[src/rtl/fifo_pkg.sv]
// Shared width helpers and parameter-legality check for the parametrised synchronous FIFO.
package fifo_pkg;

    localparam int unsigned DEF_WIDTH = 8;
    localparam int unsigned DEF_DEPTH = 16;

    function automatic int unsigned addr_w(input int unsigned depth);
        return $clog2(depth);
    endfunction

    // One extra bit so the count can represent a completely full buffer.
    function automatic int unsigned cnt_w(input int unsigned depth);
        return $clog2(depth) + 1;
    endfunction

    localparam int unsigned ADDR_W = addr_w(DEF_DEPTH);
    localparam int unsigned CNT_W  = cnt_w(DEF_DEPTH);

    function automatic bit params_ok(input int unsigned width, input int unsigned depth,
                                     input int unsigned af_level, input int unsigned ae_level);
        return (width >= 1) && (depth >= 4) && ((depth & (depth - 1)) == 0)
            && (ae_level < af_level) && (af_level <= depth);
    endfunction

endpackage

[src/rtl/sync_fifo_param_if.sv]
// Producer/consumer bundle of the synchronous FIFO; the FIFO takes the slave view.
interface sync_fifo_param_if
    import fifo_pkg::*;
#(
    parameter int unsigned WIDTH = DEF_WIDTH,
    parameter int unsigned DEPTH = DEF_DEPTH
);

    logic                       flush;
    logic                       wr;
    logic [WIDTH-1:0]           data_in;
    logic                       rd;
    logic [WIDTH-1:0]           data_out;
    logic                       data_valid;
    logic                       full;
    logic                       empty;
    logic                       almost_full;
    logic                       almost_empty;
    logic [cnt_w(DEPTH)-1:0]    count;
    logic                       overflow;
    logic                       underflow;

    modport master (
        output flush, wr, data_in, rd,
        input  data_out, data_valid, full, empty, almost_full, almost_empty,
               count, overflow, underflow
    );

    modport slave (
        input  flush, wr, data_in, rd,
        output data_out, data_valid, full, empty, almost_full, almost_empty,
               count, overflow, underflow
    );

endinterface

[src/rtl/fifo_mem.sv]
// Simple dual-port register array: synchronous write, registered read port.
module fifo_mem
    import fifo_pkg::*;
#(
    parameter int unsigned WIDTH = DEF_WIDTH,
    parameter int unsigned DEPTH = DEF_DEPTH
) (
    input  logic                       clk,
    input  logic                       reset_n,
    input  logic                       i_wr_en,
    input  logic [addr_w(DEPTH)-1:0]   i_wr_addr,
    input  logic [WIDTH-1:0]           i_wr_data,
    input  logic                       i_rd_en,
    input  logic [addr_w(DEPTH)-1:0]   i_rd_addr,
    output logic [WIDTH-1:0]           o_rd_data
);

    logic [WIDTH-1:0] r_mem [DEPTH];
    logic [WIDTH-1:0] r_rd_data;

    // Storage is intentionally left unreset.
    always_ff @(posedge clk) begin
        if (i_wr_en) begin
            r_mem[i_wr_addr] <= i_wr_data;
        end
    end

    // A same-edge write to the read address returns the old entry.
    always_ff @(posedge clk or negedge reset_n) begin
        if (!reset_n) begin
            r_rd_data <= '0;
        end else if (i_rd_en) begin
            r_rd_data <= r_mem[i_rd_addr];
        end
    end

    assign o_rd_data = r_rd_data;

endmodule

[src/rtl/sync_fifo_param.sv]
// Parametrised single-clock FIFO: pointers, occupancy count, level flags and sticky error flags.
module sync_fifo_param
    import fifo_pkg::*;
#(
    parameter int unsigned WIDTH    = DEF_WIDTH,
    parameter int unsigned DEPTH    = DEF_DEPTH,
    parameter int unsigned AF_LEVEL = DEPTH - 2,
    parameter int unsigned AE_LEVEL = 2
) (
    input  logic               clk,
    input  logic               reset_n,
    sync_fifo_param_if.slave   bus
);

    localparam int unsigned AW = addr_w(DEPTH);
    localparam int unsigned CW = cnt_w(DEPTH);

    if (!params_ok(WIDTH, DEPTH, AF_LEVEL, AE_LEVEL)) begin : g_bad_params
        $error("sync_fifo_param: illegal WIDTH/DEPTH/AF_LEVEL/AE_LEVEL combination");
    end

    logic [AW-1:0]    r_wr_ptr;
    logic [AW-1:0]    r_rd_ptr;
    logic [CW-1:0]    r_count;
    logic             r_data_valid;
    logic             r_overflow;
    logic             r_underflow;
    logic             w_full;
    logic             w_empty;
    logic             w_rd_ok;
    logic             w_wr_ok;
    logic [WIDTH-1:0] w_rd_data;

    assign w_full  = (r_count == CW'(DEPTH));
    assign w_empty = (r_count == '0);

    // A read frees a slot, so a full buffer still takes a write alongside it.
    assign w_rd_ok = bus.rd && !w_empty && !bus.flush;
    assign w_wr_ok = bus.wr && (!w_full || bus.rd) && !bus.flush;

    always_ff @(posedge clk or negedge reset_n) begin
        if (!reset_n) begin
            r_wr_ptr     <= '0;
            r_rd_ptr     <= '0;
            r_count      <= '0;
            r_data_valid <= 1'b0;
            r_overflow   <= 1'b0;
            r_underflow  <= 1'b0;
        end else if (bus.flush) begin
            r_wr_ptr     <= '0;
            r_rd_ptr     <= '0;
            r_count      <= '0;
            r_data_valid <= 1'b0;
            r_overflow   <= 1'b0;
            r_underflow  <= 1'b0;
        end else begin
            if (w_wr_ok) begin
                r_wr_ptr <= r_wr_ptr + AW'(1);
            end
            if (w_rd_ok) begin
                r_rd_ptr <= r_rd_ptr + AW'(1);
            end
            case ({w_wr_ok, w_rd_ok})
                2'b10:   r_count <= r_count + CW'(1);
                2'b01:   r_count <= r_count - CW'(1);
                default: r_count <= r_count;
            endcase
            r_data_valid <= w_rd_ok;
            if (bus.rd && w_empty) begin
                r_underflow <= 1'b1;
            end
            if (bus.wr && w_full && !bus.rd) begin
                r_overflow <= 1'b1;
            end
        end
    end

    fifo_mem #(
        .WIDTH (WIDTH),
        .DEPTH (DEPTH)
    ) u_mem (
        .clk       (clk),
        .reset_n   (reset_n),
        .i_wr_en   (w_wr_ok),
        .i_wr_addr (r_wr_ptr),
        .i_wr_data (bus.data_in),
        .i_rd_en   (w_rd_ok),
        .i_rd_addr (r_rd_ptr),
        .o_rd_data (w_rd_data)
    );

    // Level flags decode the count register only.
    assign bus.data_out     = w_rd_data;
    assign bus.data_valid   = r_data_valid;
    assign bus.full         = w_full;
    assign bus.empty        = w_empty;
    assign bus.almost_full  = (r_count >= CW'(AF_LEVEL));
    assign bus.almost_empty = (r_count <= CW'(AE_LEVEL));
    assign bus.count        = r_count;
    assign bus.overflow     = r_overflow;
    assign bus.underflow    = r_underflow;

endmodule

[src/flat_wrapper.sv]
// flat-port wrapper written by rule: the top's interface ports become plain ports
module sync_fifo_param_flat import fifo_pkg::*;
#(
    parameter int unsigned WIDTH    = DEF_WIDTH,
    parameter int unsigned DEPTH    = DEF_DEPTH,
    parameter int unsigned AF_LEVEL = DEPTH - 2,
    parameter int unsigned AE_LEVEL = 2
)
  (clk, reset_n, bus_flush, bus_wr, bus_data_in, bus_rd, bus_data_out, bus_data_valid, bus_full, bus_empty, bus_almost_full, bus_almost_empty, bus_count, bus_overflow, bus_underflow);
  sync_fifo_param_if #(.WIDTH(WIDTH), .DEPTH(DEPTH)) bus_i ();
  input  logic clk;
  input  logic reset_n;
  input wire logic [$bits(bus_i.flush)-1:0] bus_flush;
  input wire logic [$bits(bus_i.wr)-1:0] bus_wr;
  input wire logic [$bits(bus_i.data_in)-1:0] bus_data_in;
  input wire logic [$bits(bus_i.rd)-1:0] bus_rd;
  output wire logic [$bits(bus_i.data_out)-1:0] bus_data_out;
  output wire logic [$bits(bus_i.data_valid)-1:0] bus_data_valid;
  output wire logic [$bits(bus_i.full)-1:0] bus_full;
  output wire logic [$bits(bus_i.empty)-1:0] bus_empty;
  output wire logic [$bits(bus_i.almost_full)-1:0] bus_almost_full;
  output wire logic [$bits(bus_i.almost_empty)-1:0] bus_almost_empty;
  output wire logic [$bits(bus_i.count)-1:0] bus_count;
  output wire logic [$bits(bus_i.overflow)-1:0] bus_overflow;
  output wire logic [$bits(bus_i.underflow)-1:0] bus_underflow;
  assign bus_i.flush = bus_flush;
  assign bus_i.wr = bus_wr;
  assign bus_i.data_in = bus_data_in;
  assign bus_i.rd = bus_rd;
  assign bus_data_out = bus_i.data_out;
  assign bus_data_valid = bus_i.data_valid;
  assign bus_full = bus_i.full;
  assign bus_empty = bus_i.empty;
  assign bus_almost_full = bus_i.almost_full;
  assign bus_almost_empty = bus_i.almost_empty;
  assign bus_count = bus_i.count;
  assign bus_overflow = bus_i.overflow;
  assign bus_underflow = bus_i.underflow;
  sync_fifo_param #(.WIDTH(WIDTH), .DEPTH(DEPTH), .AF_LEVEL(AF_LEVEL), .AE_LEVEL(AE_LEVEL)) u_core (.clk(clk), .reset_n(reset_n), .bus(bus_i));
endmodule
[config.mk]
export PLATFORM = sky130hd
export DESIGN_NAME = sync_fifo_param_flat
export DESIGN_NICKNAME = d
export VERILOG_FILES = /design/src/rtl/fifo_pkg.sv /design/src/rtl/sync_fifo_param_if.sv /design/src/rtl/fifo_mem.sv /design/src/rtl/sync_fifo_param.sv /design/src/flat_wrapper.sv
export SDC_FILE = /design/constraint.sdc
export NUM_CORES = 1
export LEC_CHECK = 0
export BUFFER_PORTS_ARGS = -buffer_cell sky130_fd_sc_hd__buf_2
export CORE_MARGIN = 4
export CORE_UTILIZATION = 60
export CTS_CLUSTER_SIZE = 24
export DETAILED_ROUTE_END_ITERATION = 16
export GPL_ROUTABILITY_DRIVEN = 0
export PLACE_DENSITY = 0.83
export SETUP_SLACK_MARGIN = 0.05
export SLEW_MARGIN = 20
export SYNTH_ARGS = -nofsm -noshare
export SYNTH_HDL_FRONTEND = slang
export SYNTH_SLANG_ARGS = --single-unit
[constraint.sdc]
create_clock -name clk -period 4.1 [get_ports clk]
set_input_delay 0 -clock clk [delete_from_list [all_inputs] [get_ports clk]]
set_output_delay 0 -clock clk [all_outputs]
set_load 0.02 [all_outputs]
Word-level counts from Yosys, hierarchy flattened
Memory sizes are Yosys's and may differ from the RTL's. A register that Yosys moved wholly into a read port is not among the register bits. Index checks and enable logic that the tools add are counted.

Flip-flop bits (word level): 16. Bits in latches: 0. RAM bits: 128. Memory bits (read-only): 0. Output and inout bits: 20. Word-level logic and storage cells: 48. Memories kept: 1.

Add/sub/neg operators: 4. Multiply operators: 0. Div/mod/pow operators: 0. Magnitude comparators: 2. Equality and inequality tests: 3. Shifts and indexed selects: 0. Mux-type cells: 13. Bitwise operators: 0. Reduce and logical (&&, ||, !) cells: 19.

Memories: u_core.u_mem.r_mem (words 16, bits a word 8, read ports 1, clocked after memory_dff 1, write ports 1, line fifo_mem.sv:18) `logic [WIDTH-1:0] r_mem [DEPTH];`.

Operators by type and width (count): $mux 4 (4); $pmux 5 s2 (1); $add 4x1->4 const B (2); $reduce_bool 2->1 (4); $logic_and 1x1->1 (7); $mux 1 (7); $add 5x1->5 const B (1); $eq 5x5->1 const B (1); $ge 5x4->1 const B (1); $le 5x2->1 const B (1); $logic_not 1->1 (5); $logic_not 5->1 (1); $mux 5 (1); $sub 5x1->5 const B (1); $reduce_bool 3->1 (1); $eq 2x1->1 const B (1); $eq 2x2->1 const B (1); $logic_or 1x1->1 (1).

Longest topological paths before layout
Depth in word-level cells: 8. Gate-level depth with buffers: 12. Gate-level depth less buffers: 11.

By module
Synthesis repeated with hierarchy kept, for this count alone.

Cells, all modules: 331. Area total of the unflattened synthesis: 6262.3 um^2.

By module, submodules not included: fifo_mem (instances 1, cells an instance 240, area an instance 5331.4 um^2, seq. area each 4043.9 um^2); sync_fifo_param (instances 1, cells an instance 91, area an instance 930.9 um^2, seq. area each 400.4 um^2).

Least setup slack after synthesis
No wires, ideal clock.

Path type: reg-to-reg. Start point: register u_core.r_count[1], in the netlist u_core.bus.count[1]. End point: register u_core.r_count[4], in the netlist u_core.bus.count[4]. Arrival: 2.676 ns. Setup slack: 1.346 ns. Cell stages (with the launch flop): 13. Path through: dfrtp_1 > buf_2 > nor4_1 > nand2_1 > inv_1 > nor2_1 > xor2_1 > ha_1 > o31ai_1 > a21oi_1 > a211oi_1 > o21ai_0 > a21oi_1.

Elaborated cells on any way between the ends: 16.

RTL lines: from (decl) (line sync_fifo_param.sv:24) `logic [CW-1:0] r_count;`; from (signal assigned) (line sync_fifo_param.sv:64) `2'b10: r_count <= r_count + CW'(1);`; from (signal assigned) (line sync_fifo_param.sv:65) `2'b01: r_count <= r_count - CW'(1);`; from (signal assigned) (line sync_fifo_param.sv:66) `default: r_count <= r_count;`; $logic_not 5->1 * (line sync_fifo_param.sv:35) `assign w_empty = (r_count == '0);`; via bus_empty (line flat_wrapper.sv:20) `output wire logic [$bits(bus_i.empty)-1:0] bus_empty;`; $logic_not 1->1 * (line sync_fifo_param.sv:38) `assign w_rd_ok = bus.rd && !w_empty && !bus.flush;`; $logic_and 1x1->1 * (2 in a row) (line sync_fifo_param.sv:38); $eq 2x1->1 / $eq 2x2->1 (equally long branches) (line sync_fifo_param.sv:63) `case ({w_wr_ok, w_rd_ok})`; $pmux 5 s2 (line sync_fifo_param.sv:63); $mux 5 (line sync_fifo_param.sv:49) `end else if (bus.flush) begin`.

The timed path passes the listed nets; every way through them passes the cells marked *. A chain may end at the register's enable or synchronous reset.

Worst setup path after layout
Start point: register u_core.r_count[1], in the netlist u_core.bus.count[1]. End point: register u_core.r_count[4], in the netlist u_core.bus.count[4].

Longest elaborated chain between the ends: 8. Elaborated cells on any way between the ends: 16.

RTL lines: $eq 5x5->1 (line sync_fifo_param.sv:34) `assign w_full = (r_count == CW'(DEPTH));`; $logic_not 1->1 (line sync_fifo_param.sv:39) `assign w_wr_ok = bus.wr && (!w_full || bus.rd) && !bus.flush;`; $logic_or 1x1->1 (line sync_fifo_param.sv:39); $logic_and 1x1->1 (2 in a row) (line sync_fifo_param.sv:39); $eq 2x1->1 / $eq 2x2->1 (equally long branches) (line sync_fifo_param.sv:63); $pmux 5 s2 (line sync_fifo_param.sv:63); $mux 5 (line sync_fifo_param.sv:49).

Parallel ways exist; a longest one is shown, timed or not.

==> run metrics <==
CP bufs+invs 1; logic gate share of total power 23.8%; worst min path class in -> async; EDFF count, synth 128; die height 111 um; CTS Root Cell clkbuf_8; die span in x 111 um; CTS buffer count 17; clock transition at the registers of the reported paths 0.07 ns; Synth async-reset ratio 15.8%; WL per Instance 25.6 um; max-cap viol count 0; setup bufs post-CTS 0; Final min period 3.05 ns; Setup CP Type reg -> reg; mux share of post-synthesis cell area 17.9%; Slowest cell on crit path nor4_1; Starting Density 61.8%; Adder-Cell Fraction of Synth Area 1.37%; xor/xnor cell area share of the yosys netlist 1.10%; Psw 1.29 mW; Sequential cell area 0.00444 sq mm; CTS tree done; hpwl dp 7.73 mm; period utilisation layout 74.5%; initial antenna violation count 0; Net Sw Frac 30.1%; total power draw 4.30 mW; setup tns final 0 ns; Mapped Area 0.00638 sq mm; largest net degree at the start of global routing 36; Worst VDD drop 0.445 mV; core footprint 0.0103 sq mm; Cell Int Power 3.01 mW; Antenna Diode Count 0; worst-path cell chain nor4_1, nand2_1, inv_1, nor2_1, xor2_1, ha_1, o31ai_1, nor2b_1, a211oi_1, a31oi_1, a21oi_1; # fillers 603; library cells used by synthesis 38; clock share of power 33.2%; layout cells sized above 1 22.2%; vias in the first global route 3515; Reg power frac 43.1%; CP Capture Type register; max incr delay on CP 0.54 ns; Slew HR 24.4%; RSZ-0062 raised after global routing no; pwr dens 589 mW/mm^2; Max Fclk 328 MHz; Final ANT Viol Nets 0; CP top delay family simple AND/OR/NAND/NOR gates; multi-input logic area 0.00182 sq mm; Iteration-0 DRC Markers 440; FF+latch count, synth 152; Final nets 408; simple-gate area share of the yosys netlist 5.39%; Mapped Avg Cell Area 18.9 sq um; compound-cell area share of the yosys netlist 2.59%; Mapped Nets 358; global routing's busiest layer met2; I/O Pins 33; R2R depth 11; sequential-to-total area share from yosys stat 69.6%; die area 0.0123 sq mm; YS warnings 0; clk sinks 152; FP Rows 37; DRC 0; GR Util met1 28.9%; Worst Setup Start Kind register; gr usage total 23.5%; Worst EP required 4.50 ns; H-Tree Depth 4; commonest non-fill, non-tap cell in the layout edfxtp_1; Area Overhead vs Synth 14.5%; first-pass GRT wire length 20.9 mm; Via Count 3473; Max Slew Vio Count 0; worst skew pair latency 0.54 ns; total congestion overflow 0; total wire length 13.7 mm; DRT Pass-1 Iters 7; M2 GR Usage 38.5%; most frequent cells in the layout 128 x edfxtp_1, 32 x buf_2, 30 x nor2_1, 30 x mux4_1, 24 x dfrtp_1; Final Hold Fails 0; Pleak 2.57 nW; clock skew 0.00892 ns; Levels on crit path 11; crit path DAT 3.46 ns; Buffers on Ports 32; Least-Margin Pin Slew 1.13 ns; Via density 6.47; final setup vio count 0; combinational family with the most area after synthesis multiplexers; CP max FO 12; Syn Inst Count 338; status complete, no violations; Max clock buf depth 2; dominant synthesized flop cell edfxtp_1; GR Layer Usage met3 7.59%
## metrics by stage
step           setup slack (ns)  instance area, sq um  instances  utilization (%)  hold slack (ns)
2_1_floorplan              1.35                  6380        338                -           -0.296
3_3_place_gp               1.44                  6620        492             64.1           0.0327
3_5_place_dp               1.25                  6620        492             64.1           0.0460
4_1_cts                    1.20                  7300        537             70.7          0.00280
5_1_grt                   0.874                  7310        537             70.8           0.0510
6_report                   1.05                  7310        537             70.8          0.00420
## kinds of logic (layout without fill, tap and decap cells)
| logic type | Yosys count | after routing |
|---|---|---|
| buf+inv | 21 | 84 |
| xor+xnor | 8 | 8 |
| compound gates | 26 | 26 |
| simple gates | 75 | 75 |
| flops | 152 | 152 |
| mux | 49 | 49 |
| fa+ha+maj | 7 | 7 |
## area by class of cell
class                   count  share of cell area, %
multi-input cells         165                   24.9
inverters                   5                  0.257
clock inverters            15                   1.88
well taps                 136                   2.33
repair buffers             47                   4.18
clock buffers              17                   5.67
flip-flops and latches    152                   60.8
## worst reg2reg max path: stages (launching register included)
cell	delay, ns
dfrtp_1	0.50
nor4_1	0.54
nand2_1	0.29
inv_1	0.16
nor2_1	0.09
xor2_1	0.14
ha_1	0.25
o31ai_1	0.33
nor2b_1	0.23
a211oi_1	0.07
a31oi_1	0.21
a21oi_1	0.10
## synthesized netlist by cell type, drive strengths merged, types with 2 or more instances
master  number  area share [%]
o31ai        3            0.35
xor2         7            0.96
nand2b       8            0.78
nor2        33             2.0
mux2         9             2.1
a211oi       2            0.24
ha           7             1.4
buf          8             1.0
or3          3            0.29
clkbuf       8            0.63
nand2       14            0.82
a21oi        9            0.71
o21ai        4            0.31
nand3        7            0.55
a31oi        3            0.29
nor3         4            0.31
a22o         2            0.27
edfxtp     128              60
mux4        40              16
inv          5            0.29
dfrtp       24             9.4
## worst paths after layout
path | from | to | slack, ns
setup / recovery | u_core.bus.count[1] | u_core.bus.count[4] | 1.05
max in group asynchronous | reset_n | u_core.u_mem.o_rd_data[3] | 3.70
hold reg to reg | u_core.u_mem.o_rd_data[6] | u_core.u_mem.o_rd_data[6] | 0.52
min in group clk | bus_data_in[7] | u_core.u_mem.r_mem[5][7] | 0.36
hold / removal | reset_n | u_core.bus.count[2] | 0.004
setup reg to reg | u_core.bus.count[1] | u_core.bus.count[4] | 1.05
## per-layer routing
layer  wire length [um]  up-vias
li1                   -     1477
met1               4980     1742
met2               7120      205
met3               1120       49
met4                504        0
met5                  0        -
## power groups by stage
| stage | Combinational, mW | Sequential, mW | Clock [mW] |
|---|---|---|---|
| 2_1_floorplan | 0.713 | 1.93 | 0 |
| 3_3_place_gp | 0.966 | 1.87 | 0 |
| 3_5_place_dp | 0.999 | 1.88 | 0 |
| 4_1_cts | 1.02 | 1.85 | 1.45 |
| 5_1_grt | 1.09 | 1.86 | 1.53 |
| 6_report | 1.02 | 1.85 | 1.43 |
## flip-flops by register name (all words and copies together), names as in the netlist
| register | count |
|---|---|
| u_core.bus.count | 5 |
| u_core.u_mem.o_rd_data | 8 |
| u_core.r_rd_ptr | 4 |
| u_core.u_mem.r_mem | 128 |
| u_core.bus.underflow | 1 |
| u_core.bus.data_valid | 1 |
| u_core.r_wr_ptr | 4 |
| u_core.bus.overflow | 1 |
## timing repair
action / in CTS / in global routing
endpoints found under the hold margin: 166 / 0
hold buffers: 13 / 0
gates resized for setup: 0 / 0
(Power assumes the default switching activity.)
